[config.mk]
export PLATFORM = sky130hd
export DESIGN_NAME = muldiv_ctrl_flat
export DESIGN_NICKNAME = d
export VERILOG_FILES = /design/src/rtl/muldiv_ctrl_pkg.sv /design/src/rtl/muldiv_ctrl_if.sv /design/src/rtl/muldiv_ctrl_div_iter.sv /design/src/rtl/muldiv_ctrl.sv /design/src/flat_wrapper.sv
export SDC_FILE = /design/constraint.sdc
export NUM_CORES = 2
export LEC_CHECK = 0
export BUFFER_PORTS_ARGS = -buffer_cell sky130_fd_sc_hd__clkbuf_2
export CORE_AREA = 2 2 329 331
export CTS_CLUSTER_SIZE = 28
export DETAILED_ROUTE_END_ITERATION = 12
export DIE_AREA = 0 0 331 333
export GPL_ROUTABILITY_DRIVEN = 0
export GPL_TIMING_DRIVEN = 0
export PLACE_DENSITY = 0.66
export SLEW_MARGIN = 5
export SYNTH_ARGS = -nofsm -noshare
export SYNTH_HDL_FRONTEND = slang
export SYNTH_SLANG_ARGS = --single-unit
[constraint.sdc]
create_clock -name clk -period 11.5 [get_ports clk]
set_input_delay 2.3 -clock clk [delete_from_list [all_inputs] [get_ports clk]]
set_output_delay 2.3 -clock clk [all_outputs]
set_load 0.1 [all_outputs]
[src/rtl/muldiv_ctrl_pkg.sv]
// muldiv_ctrl_pkg: shared constants for the HI/LO multiply/divide unit.
// Holds es_op bit indices, FSM state encodings and a magnitude helper.
package muldiv_ctrl_pkg;

    localparam int MD_OP_WD = 8;

    // es_op bit positions (alu_op[19:12]); signed divide is MD_DIVS
    // so that its name does not collide with the MD_DIV state.
    localparam int MD_MULT  = 0;
    localparam int MD_MULTU = 1;
    localparam int MD_DIVS  = 2;
    localparam int MD_DIVU  = 3;
    localparam int MD_MFHI  = 4;
    localparam int MD_MFLO  = 5;
    localparam int MD_MTHI  = 6;
    localparam int MD_MTLO  = 7;

    localparam logic [1:0] MD_IDLE = 2'd0;
    localparam logic [1:0] MD_MUL  = 2'd1;
    localparam logic [1:0] MD_DIV  = 2'd2;
    localparam logic [1:0] MD_FIX  = 2'd3;

    function automatic logic [31:0] md_abs(input logic [31:0] v,
                                           input logic        sgn);
        return (sgn & v[31]) ? (~v + 32'd1) : v;
    endfunction

endpackage

[src/rtl/muldiv_ctrl_if.sv]
// muldiv_ctrl_if: EXE-stage <-> HI/LO unit bundle.
// master = EXE stage (drives es_*/flush), slave = muldiv_ctrl.
interface muldiv_ctrl_if;
    import muldiv_ctrl_pkg::*;

    logic                es_valid;
    logic [MD_OP_WD-1:0] es_op;
    logic [31:0]         es_src1;
    logic [31:0]         es_src2;
    logic                es_cancel;
    logic                es_advance;
    logic                flush;
    logic                md_busy;
    logic [31:0]         md_rdata;
    logic [31:0]         hi_q;
    logic [31:0]         lo_q;

    modport master (
        output es_valid, es_op, es_src1, es_src2,
        output es_cancel, es_advance, flush,
        input  md_busy, md_rdata, hi_q, lo_q
    );

    modport slave (
        input  es_valid, es_op, es_src1, es_src2,
        input  es_cancel, es_advance, flush,
        output md_busy, md_rdata, hi_q, lo_q
    );

endinterface

[src/rtl/muldiv_ctrl_div_iter.sv]
// muldiv_ctrl_div_iter: restoring radix-2 divider datapath, one bit/cycle.
// Ports: clk, reset, load_i/early_i/step_i, dvd_i/dvs_i magnitudes, quot_o, rem_o.
module muldiv_ctrl_div_iter (
    input  logic        clk,
    input  logic        reset,
    input  logic        load_i,
    input  logic        early_i,
    input  logic        step_i,
    input  logic [31:0] dvd_i,
    input  logic [31:0] dvs_i,
    output logic [31:0] quot_o,
    output logic [31:0] rem_o
);

    logic [31:0] rem_q, rem_d;
    logic [31:0] quot_q, quot_d;
    logic [31:0] dvs_q, dvs_d;
    logic [32:0] part;
    logic        ge;

    // Dividend bits shift out of quot_q into the partial remainder.
    assign part = {rem_q, quot_q[31]};
    assign ge   = part >= {1'b0, dvs_q};

    always_comb begin
        rem_d  = rem_q;
        quot_d = quot_q;
        dvs_d  = dvs_q;
        if (load_i) begin
            dvs_d = dvs_i;
            // Early-out loads the finished answer: q=0, r=a.
            rem_d  = early_i ? dvd_i : 32'd0;
            quot_d = early_i ? 32'd0 : dvd_i;
        end else if (step_i) begin
            // When ge the difference is below the divisor, so 32 bits hold it.
            rem_d  = ge ? (part[31:0] - dvs_q) : part[31:0];
            quot_d = {quot_q[30:0], ge};
        end
    end

    always_ff @(posedge clk) begin
        if (reset) begin
            rem_q  <= '0;
            quot_q <= '0;
            dvs_q  <= '0;
        end else begin
            rem_q  <= rem_d;
            quot_q <= quot_d;
            dvs_q  <= dvs_d;
        end
    end

    assign quot_o = quot_q;
    assign rem_o  = rem_q;

endmodule

[src/rtl/muldiv_ctrl.sv]
// muldiv_ctrl: HI/LO mult/div sequencer for EXE; owns HI/LO, stalls while busy.
// Ports: clk, reset (sync, active-high), bus (muldiv_ctrl_if.slave). Option: MULDIV_EARLY_OUT_EN.
module muldiv_ctrl #(
    parameter int MUL_LAT  = 1,
    parameter int DIV_ITER = 32
) (
    input logic           clk,
    input logic           reset,
    muldiv_ctrl_if.slave  bus
);
    import muldiv_ctrl_pkg::*;

    localparam int CW = 6;

    logic [1:0]    state_q, state_d;
    logic [CW-1:0] cnt_q, cnt_d;
    logic          done_q, done_d;
    logic [31:0]   hi_q, hi_d, lo_q, lo_d;
    logic [31:0]   a_q, a_d, b_q, b_d;
    logic          sgn_q, sgn_d;

    logic        is_mul, is_div, op_sgn, start, abort, early;
    logic        sa, sb;
    logic [31:0] dvd_mag, dvs_mag, quot, rem, q_fix, r_fix;
    logic [63:0] ax, bx, prod;

    assign is_mul = bus.es_op[MD_MULT] | bus.es_op[MD_MULTU];
    assign is_div = bus.es_op[MD_DIVS] | bus.es_op[MD_DIVU];
    assign op_sgn = bus.es_op[MD_MULT] | bus.es_op[MD_DIVS];

    // done_q keeps a finished op stalled downstream from re-issuing.
    assign start = bus.es_valid & (is_mul | is_div) & (state_q == MD_IDLE)
                 & ~done_q & ~bus.es_cancel & ~bus.flush;
    assign abort = (bus.es_cancel | bus.flush) & (state_q != MD_IDLE);

    assign dvd_mag = md_abs(bus.es_src1, op_sgn);
    assign dvs_mag = md_abs(bus.es_src2, op_sgn);

`ifdef MULDIV_EARLY_OUT_EN
    assign early = (dvs_mag != 32'd0) && (dvd_mag < dvs_mag);
`else
    assign early = 1'b0;
`endif

    muldiv_ctrl_div_iter u_div (
        .clk     (clk),
        .reset   (reset),
        .load_i  (start & is_div),
        .early_i (early),
        .step_i  ((state_q == MD_DIV) & ~abort),
        .dvd_i   (dvd_mag),
        .dvs_i   (dvs_mag),
        .quot_o  (quot),
        .rem_o   (rem)
    );

    // 33-bit extension; the low 64 bits of the product are sign-correct.
    assign ax   = {{32{sgn_q & a_q[31]}}, a_q};
    assign bx   = {{32{sgn_q & b_q[31]}}, b_q};
    assign prod = ax * bx;

    assign sa = sgn_q & a_q[31];
    assign sb = sgn_q & b_q[31];

    always_comb begin
        q_fix = (sa ^ sb) ? (~quot + 32'd1) : quot;
        r_fix = sa ? (~rem + 32'd1) : rem;
        // Signed divide by zero returns the documented fixed quotient.
        if (sgn_q && (b_q == 32'd0)) q_fix = sa ? 32'hFFFF_FFFF : 32'd1;
    end

    always_comb begin
        state_d = state_q;
        cnt_d   = cnt_q;
        done_d  = done_q;
        hi_d    = hi_q;
        lo_d    = lo_q;
        a_d     = a_q;
        b_d     = b_q;
        sgn_d   = sgn_q;
        case (state_q)
            MD_IDLE: begin
                if (start) begin
                    a_d   = bus.es_src1;
                    b_d   = bus.es_src2;
                    sgn_d = op_sgn;
                    if (is_mul) begin
                        state_d = MD_MUL;
                        cnt_d   = CW'(MUL_LAT - 1);
                    end else if (early) begin
                        state_d = MD_FIX;
                    end else begin
                        state_d = MD_DIV;
                        cnt_d   = CW'(DIV_ITER - 1);
                    end
                end
            end
            MD_MUL: begin
                if (abort) begin
                    state_d = MD_IDLE;
                end else if (cnt_q == '0) begin
                    hi_d    = prod[63:32];
                    lo_d    = prod[31:0];
                    state_d = MD_IDLE;
                    done_d  = 1'b1;
                end else begin
                    cnt_d = cnt_q - CW'(1);
                end
            end
            MD_DIV: begin
                if (abort)             state_d = MD_IDLE;
                else if (cnt_q == '0)  state_d = MD_FIX;
                else                   cnt_d   = cnt_q - CW'(1);
            end
            default: begin
                if (!abort) begin
                    lo_d   = q_fix;
                    hi_d   = r_fix;
                    done_d = 1'b1;
                end
                state_d = MD_IDLE;
            end
        endcase
        if (bus.es_valid & ~bus.es_cancel & ~bus.flush & bus.es_advance) begin
            if (bus.es_op[MD_MTHI]) hi_d = bus.es_src1;
            if (bus.es_op[MD_MTLO]) lo_d = bus.es_src1;
        end
        if (abort | bus.es_advance | bus.flush) done_d = 1'b0;
    end

    always_ff @(posedge clk) begin
        if (reset) begin
            state_q <= MD_IDLE;
            cnt_q   <= '0;
            done_q  <= 1'b0;
            hi_q    <= '0;
            lo_q    <= '0;
            a_q     <= '0;
            b_q     <= '0;
            sgn_q   <= 1'b0;
        end else begin
            state_q <= state_d;
            cnt_q   <= cnt_d;
            done_q  <= done_d;
            hi_q    <= hi_d;
            lo_q    <= lo_d;
            a_q     <= a_d;
            b_q     <= b_d;
            sgn_q   <= sgn_d;
        end
    end

    // Last MUL cycle and FIX are not busy: write and advance share an edge.
    assign bus.md_busy = start
                       | ((((state_q == MD_MUL) & (cnt_q != '0))
                          | (state_q == MD_DIV)) & ~abort);

    always_comb begin
        bus.md_rdata = '0;
        unique case (1'b1)
            bus.es_op[MD_MFHI]: bus.md_rdata = hi_q;
            bus.es_op[MD_MFLO]: bus.md_rdata = lo_q;
            default:            bus.md_rdata = '0;
        endcase
    end

    assign bus.hi_q = hi_q;
    assign bus.lo_q = lo_q;

endmodule

[src/flat_wrapper.sv]
// flat-port wrapper written by rule: the top's interface ports become plain ports
module muldiv_ctrl_flat import muldiv_ctrl_pkg::*;
#(
    parameter int MUL_LAT  = 1,
    parameter int DIV_ITER = 32
)
  (clk, reset, bus_es_valid, bus_es_op, bus_es_src1, bus_es_src2, bus_es_cancel, bus_es_advance, bus_flush, bus_md_busy, bus_md_rdata, bus_hi_q, bus_lo_q);
  muldiv_ctrl_if bus_i ();
  input logic clk;
  input logic reset;
  input wire logic [$bits(bus_i.es_valid)-1:0] bus_es_valid;
  input wire logic [$bits(bus_i.es_op)-1:0] bus_es_op;
  input wire logic [$bits(bus_i.es_src1)-1:0] bus_es_src1;
  input wire logic [$bits(bus_i.es_src2)-1:0] bus_es_src2;
  input wire logic [$bits(bus_i.es_cancel)-1:0] bus_es_cancel;
  input wire logic [$bits(bus_i.es_advance)-1:0] bus_es_advance;
  input wire logic [$bits(bus_i.flush)-1:0] bus_flush;
  output wire logic [$bits(bus_i.md_busy)-1:0] bus_md_busy;
  output wire logic [$bits(bus_i.md_rdata)-1:0] bus_md_rdata;
  output wire logic [$bits(bus_i.hi_q)-1:0] bus_hi_q;
  output wire logic [$bits(bus_i.lo_q)-1:0] bus_lo_q;
  assign bus_i.es_valid = bus_es_valid;
  assign bus_i.es_op = bus_es_op;
  assign bus_i.es_src1 = bus_es_src1;
  assign bus_i.es_src2 = bus_es_src2;
  assign bus_i.es_cancel = bus_es_cancel;
  assign bus_i.es_advance = bus_es_advance;
  assign bus_i.flush = bus_flush;
  assign bus_md_busy = bus_i.md_busy;
  assign bus_md_rdata = bus_i.md_rdata;
  assign bus_hi_q = bus_i.hi_q;
  assign bus_lo_q = bus_i.lo_q;
  muldiv_ctrl #(.MUL_LAT(MUL_LAT), .DIV_ITER(DIV_ITER)) u_core (.clk(clk), .reset(reset), .bus(bus_i));
endmodule
==> results <==
- The fraction of synthesized cell area taken by the top area cell type is 42.5%.
- The depth of the worst register-to-register path is 29.
- The global-route wire length before repair is between 200000 and 300000 microns.
- In this run the power density over the cells is roughly 110 mW/mm^2.
- The first routing iteration left about 5.2k violations.
- The largest total area in the synthesized netlist belongs to fa_1.
- The number of global-route vias before repair came to about 46k.
- The hold violation total from the final report is 0.
- The count of different cell masters after synthesis is just under 90.
- After detailed routing, the total wire length is approximately 200000 microns.
- The worst hold path endpoint is u_core.u_div.dvs_q[21].
- The average via count per standard cell is between 5 and 6.
- The floorplan core area is roughly 0.11 sq mm.
- Once routing completed, OpenROAD measured the worst setup slack at 427 ps.
- The die footprint is 0.110 sq mm.
- The number of remaining DRC errors is 0.
- The flow ran to the end, and the final reports show no timing, DRC or antenna violations.
- Yosys mapped a number of flops with a built-in enable equal to 0.
- After clock tree synthesis, the setup repair step added 0 buffers.
- The number of endpoints failing setup at the final stage is 0.
- By area the synthesized netlist is led by fa_1 43%, dfxtp_1 8.8%, inv_1 8.5%.
- Of the available clock period, the critical path in the final layout requires ~96%.
- The accumulated negative setup slack is 0 ps.
- The filler-free cell count of the finished design is about 7.9k.
- The first-pass iteration count of the detailed router is 7.
- The critical path endpoint category is a flop.
- During placement, the flow inserted port buffers numbering about 160.
- After detailed routing, the average wire length per cell comes to 25.7 microns.
- The most used flip-flop cell after synthesis is dfxtp_1.
- Counting every instance in the synthesized netlist gives approximately 6.2k.
- The netlist area before placement is between 0.05 and 0.06 sq mm.
- CTS built an H-tree with a depth of 1.
- The worst slew slack as a fraction of its limit is ~11%.
- The wire-length estimate of the detail-placed layout is between 150000 and 200000 microns.
- The synthesized area per cell is approximately 8.5 sq um.
- The setup check on the worst reg-to-reg path leaves a slack of ~430 ps.
- The number of pins exceeding their max-slew limit in the final report came to 0.
- The worst min-delay path category is reg -> reg.
- The critical hold path startpoint is u_core.u_div.dvs_q[21].
- The maximum clock rate is ~90 MHz.
- The maximum resistive drop on vdd is about 0.8 mV.
- The final hold slack is between 400 and 500 ps.
- The largest net degree at the start of global routing is 25.
- The highest layer used for signal routing is met5.
- After detailed placement, the total cell area comes to between 0.05 and 0.06 sq mm.
- The clock edge transition at the registers on the reported setup and hold paths is 60 ps.
- The length of routed met3 wiring is 26700 microns.
- Once layout is complete, the utilization of the core stands at between 50% and 60%.
- The horizontal extent of the die is around 330 microns.
- The initial antenna violation count is 17.
- Summed over all nets, wire length on met2 after detailed routing comes to ~85000 microns.
- The transition time at the pin with the least slew margin is about 1300 ps.
- In this run the worst path has a maximum fanout of 19.
- The initialized floorplan defines 120 standard-cell rows.
- After detailed routing, the wire length on met1 is 74700 microns.
- The TritonCTS clock tree is done.
- The commonest cells after synthesis are 1198 x inv_1, 1126 x fa_1, 1036 x nand2_1.
- The number of buffers inserted during clock tree synthesis is 27.
- The number of placed instances, taps included, is 7811.
- The die boundary height is roughly 330 microns.
- The setup path with the least slack is of type reg -> reg.
- The largest buffer count on any clock path is 3.
- The top-level I/O count is roughly 180.
- Once the floorplan was initialized, standard cells occupied about half of the core.
- The worst setup timing slack at the placement stage is -15.2 ps.
- The minimum clock period after layout is around 11000 ps.
- The design area is ~0.057 sq mm.
- Counting flops with an async set or reset pin after synthesis yields a share of 0%.
- Across the run, the number of max-cap violations was 0.
- In this run, synthesis produced a sequential element count of 234.
- Counting every net in the synthesized netlist gives 7700.
- The routed layout has approximately 47k vias.
- Along the worst hold path, the cell count comes to 2.
- The kind of start point of the critical path is a flop.
- The leakage power total is about 26 nW.
- The terminus of the critical flop-to-flop path is u_core.bus.hi_q[31].
- The number of fillers in the final layout is ~10k.
- Global routing finished with a remaining overflow of 0.
- The net count of the finished layout is 7892.
- For the final database, setup skew stands at 30.9 ps.
- The root buffer cell chosen for the clock tree is clkbuf_16.
- The share of layout cells above drive strength 1 is between 4 and 5%.
- For this run, the total global-route usage over all layers was measured as roughly 37%.
- Setup repair after global routing left no endpoint under its margin.
- The clock latency reported for the late side of the worst-skew pair is slightly below 600 ps.
- In this design, the stage delay of the slowest critical-path cell is slightly above 800 ps.
- The count of nets left with antenna violations once routing finished came out at 0.
- The arrival time at the worst endpoint is approximately 12000 ps.
- The most frequent cell after synthesis is inv_1.
- For the worst setup path, the data required time is 11960 ps.
- The slowest stage cell on the critical path is fa_2.
- Overall power consumption after layout is estimated at 6.00 mW.
- The synthesis-to-finish area growth is 6.72%.
- The fraction of the yosys area taken by sequential cells is about 9%.
- The worst register-to-register path begins at u_core.a_q[31].
- The Yosys step of the flow raised 0 warnings.
- CTS saw roughly 230 sinks.
[cell type report]
cell class / count / area [sq um] / area share, %
Inverter: 1198 / 4500 / 7.95
Sequential cell: 234 / 4690 / 8.28
Multi-Input combinational cell: 4410 / 42300 / 74.8
Antenna cell: 15 / 37.5 / 0.0663
Clock inverter: 11 / 191 / 0.338
Tap cell: 1403 / 1760 / 3.10
Timing Repair Buffer: 165 / 828 / 1.46
Buffer: 399 / 1510 / 2.67
Clock buffer: 37 / 743 / 1.31
[critical path: cells and delay by family, from the launching register on]
kind                       cells  cell delay (ps)
AOI/OAI and AO/OA              5             1430
adders and majority gates      9             4840
buffers and inverters         10             2520
muxes                          1              160
DFF                            1              700
and+or+nand+nor                4             1300
[worst max-delay path by stage]
| stage | startpoint | to | slack, ps | cells after the start |
|---|---|---|---|---|
| after global placement | u_core.a_q[31] | u_core.bus.hi_q[31] | 20 | 31 |
| after detailed placement | u_core.a_q[31] | u_core.bus.hi_q[31] | -20 | 31 |
| after global routing | u_core.a_q[31] | u_core.bus.hi_q[31] | 100 | 29 |
| final | u_core.a_q[31] | u_core.bus.hi_q[31] | 430 | 29 |
| after floorplan | u_core.a_q[31] | u_core.bus.hi_q[31] | 2670 | 32 |
| after CTS | u_core.a_q[31] | u_core.bus.hi_q[31] | 160 | 31 |
[placed cells by master, fill, tap and decap left out, types with 45 or more instances in the layout]
| master | Yosys | layout |
|---|---|---|
| and2_1 | 361 | 361 |
| a211oi_1 | 69 | 69 |
| nand2_1 | 1036 | 1036 |
| ha_1 | 253 | 253 |
| fa_1 | 1126 | 1124 |
| a221oi_1 | 47 | 47 |
| clkbuf_1 | 371 | 376 |
| a21oi_1 | 275 | 275 |
| nor2_1 | 273 | 273 |
| clkbuf_2 | 0 | 165 |
| xor2_1 | 98 | 98 |
| o21ai_0 | 139 | 139 |
| dfxtp_1 | 234 | 233 |
| a311oi_1 | 45 | 45 |
| inv_1 | 1198 | 1198 |
| a21o_1 | 48 | 48 |
| nor3_1 | 55 | 55 |
| xnor2_1 | 108 | 108 |
[per-layer routing]
| metal | vias to the layer above | track usage (%) |
|---|---|---|
| met5 | - | 0 |
| met2 | 3062 | 53.7 |
| met4 | 8 | 21.4 |
| met1 | 23186 | 47.9 |
| met3 | 775 | 12.3 |
| li1 | 19606 | - |
[where the power goes]
group | leakage, nW | switching, mW | internal [mW]
sequential | 1.90 | 0.238 | 0.930
combinational | 23.7 | 2.71 | 1.17
clock | 0.446 | 0.385 | 0.563
[cells by family after synthesis]
family,Yosys count,share of synthesized area [%]
and+or+nand+nor,1952,16.9
buffers and inverters,1599,11.3
adders and majority gates,1379,48.5
AOI/OAI and AO/OA,867,10.9
DFF,234,8.84
xor gates and xnor gates,206,3.40
muxes,6,0.113
[state kept, by name, indices dropped and copies added (netlist names), 2 cells and up]
register and flops:
u_core.cnt_q 6, u_core.u_div.quot_o 32, u_core.bus.hi_q 32, u_core.b_q 32
u_core.bus.lo_q 32, u_core.a_q 32, u_core.u_div.rem_o 32, u_core.u_div.dvs_q 32
u_core.state_q 2
[repair_timing]
action                                  4_1_cts  5_1_grt
endpoints found under the setup margin        1        6
resized for setup                             1        2
hold buffers                                  0        0
No activity file was read; power rests on OpenSTA's default activity.
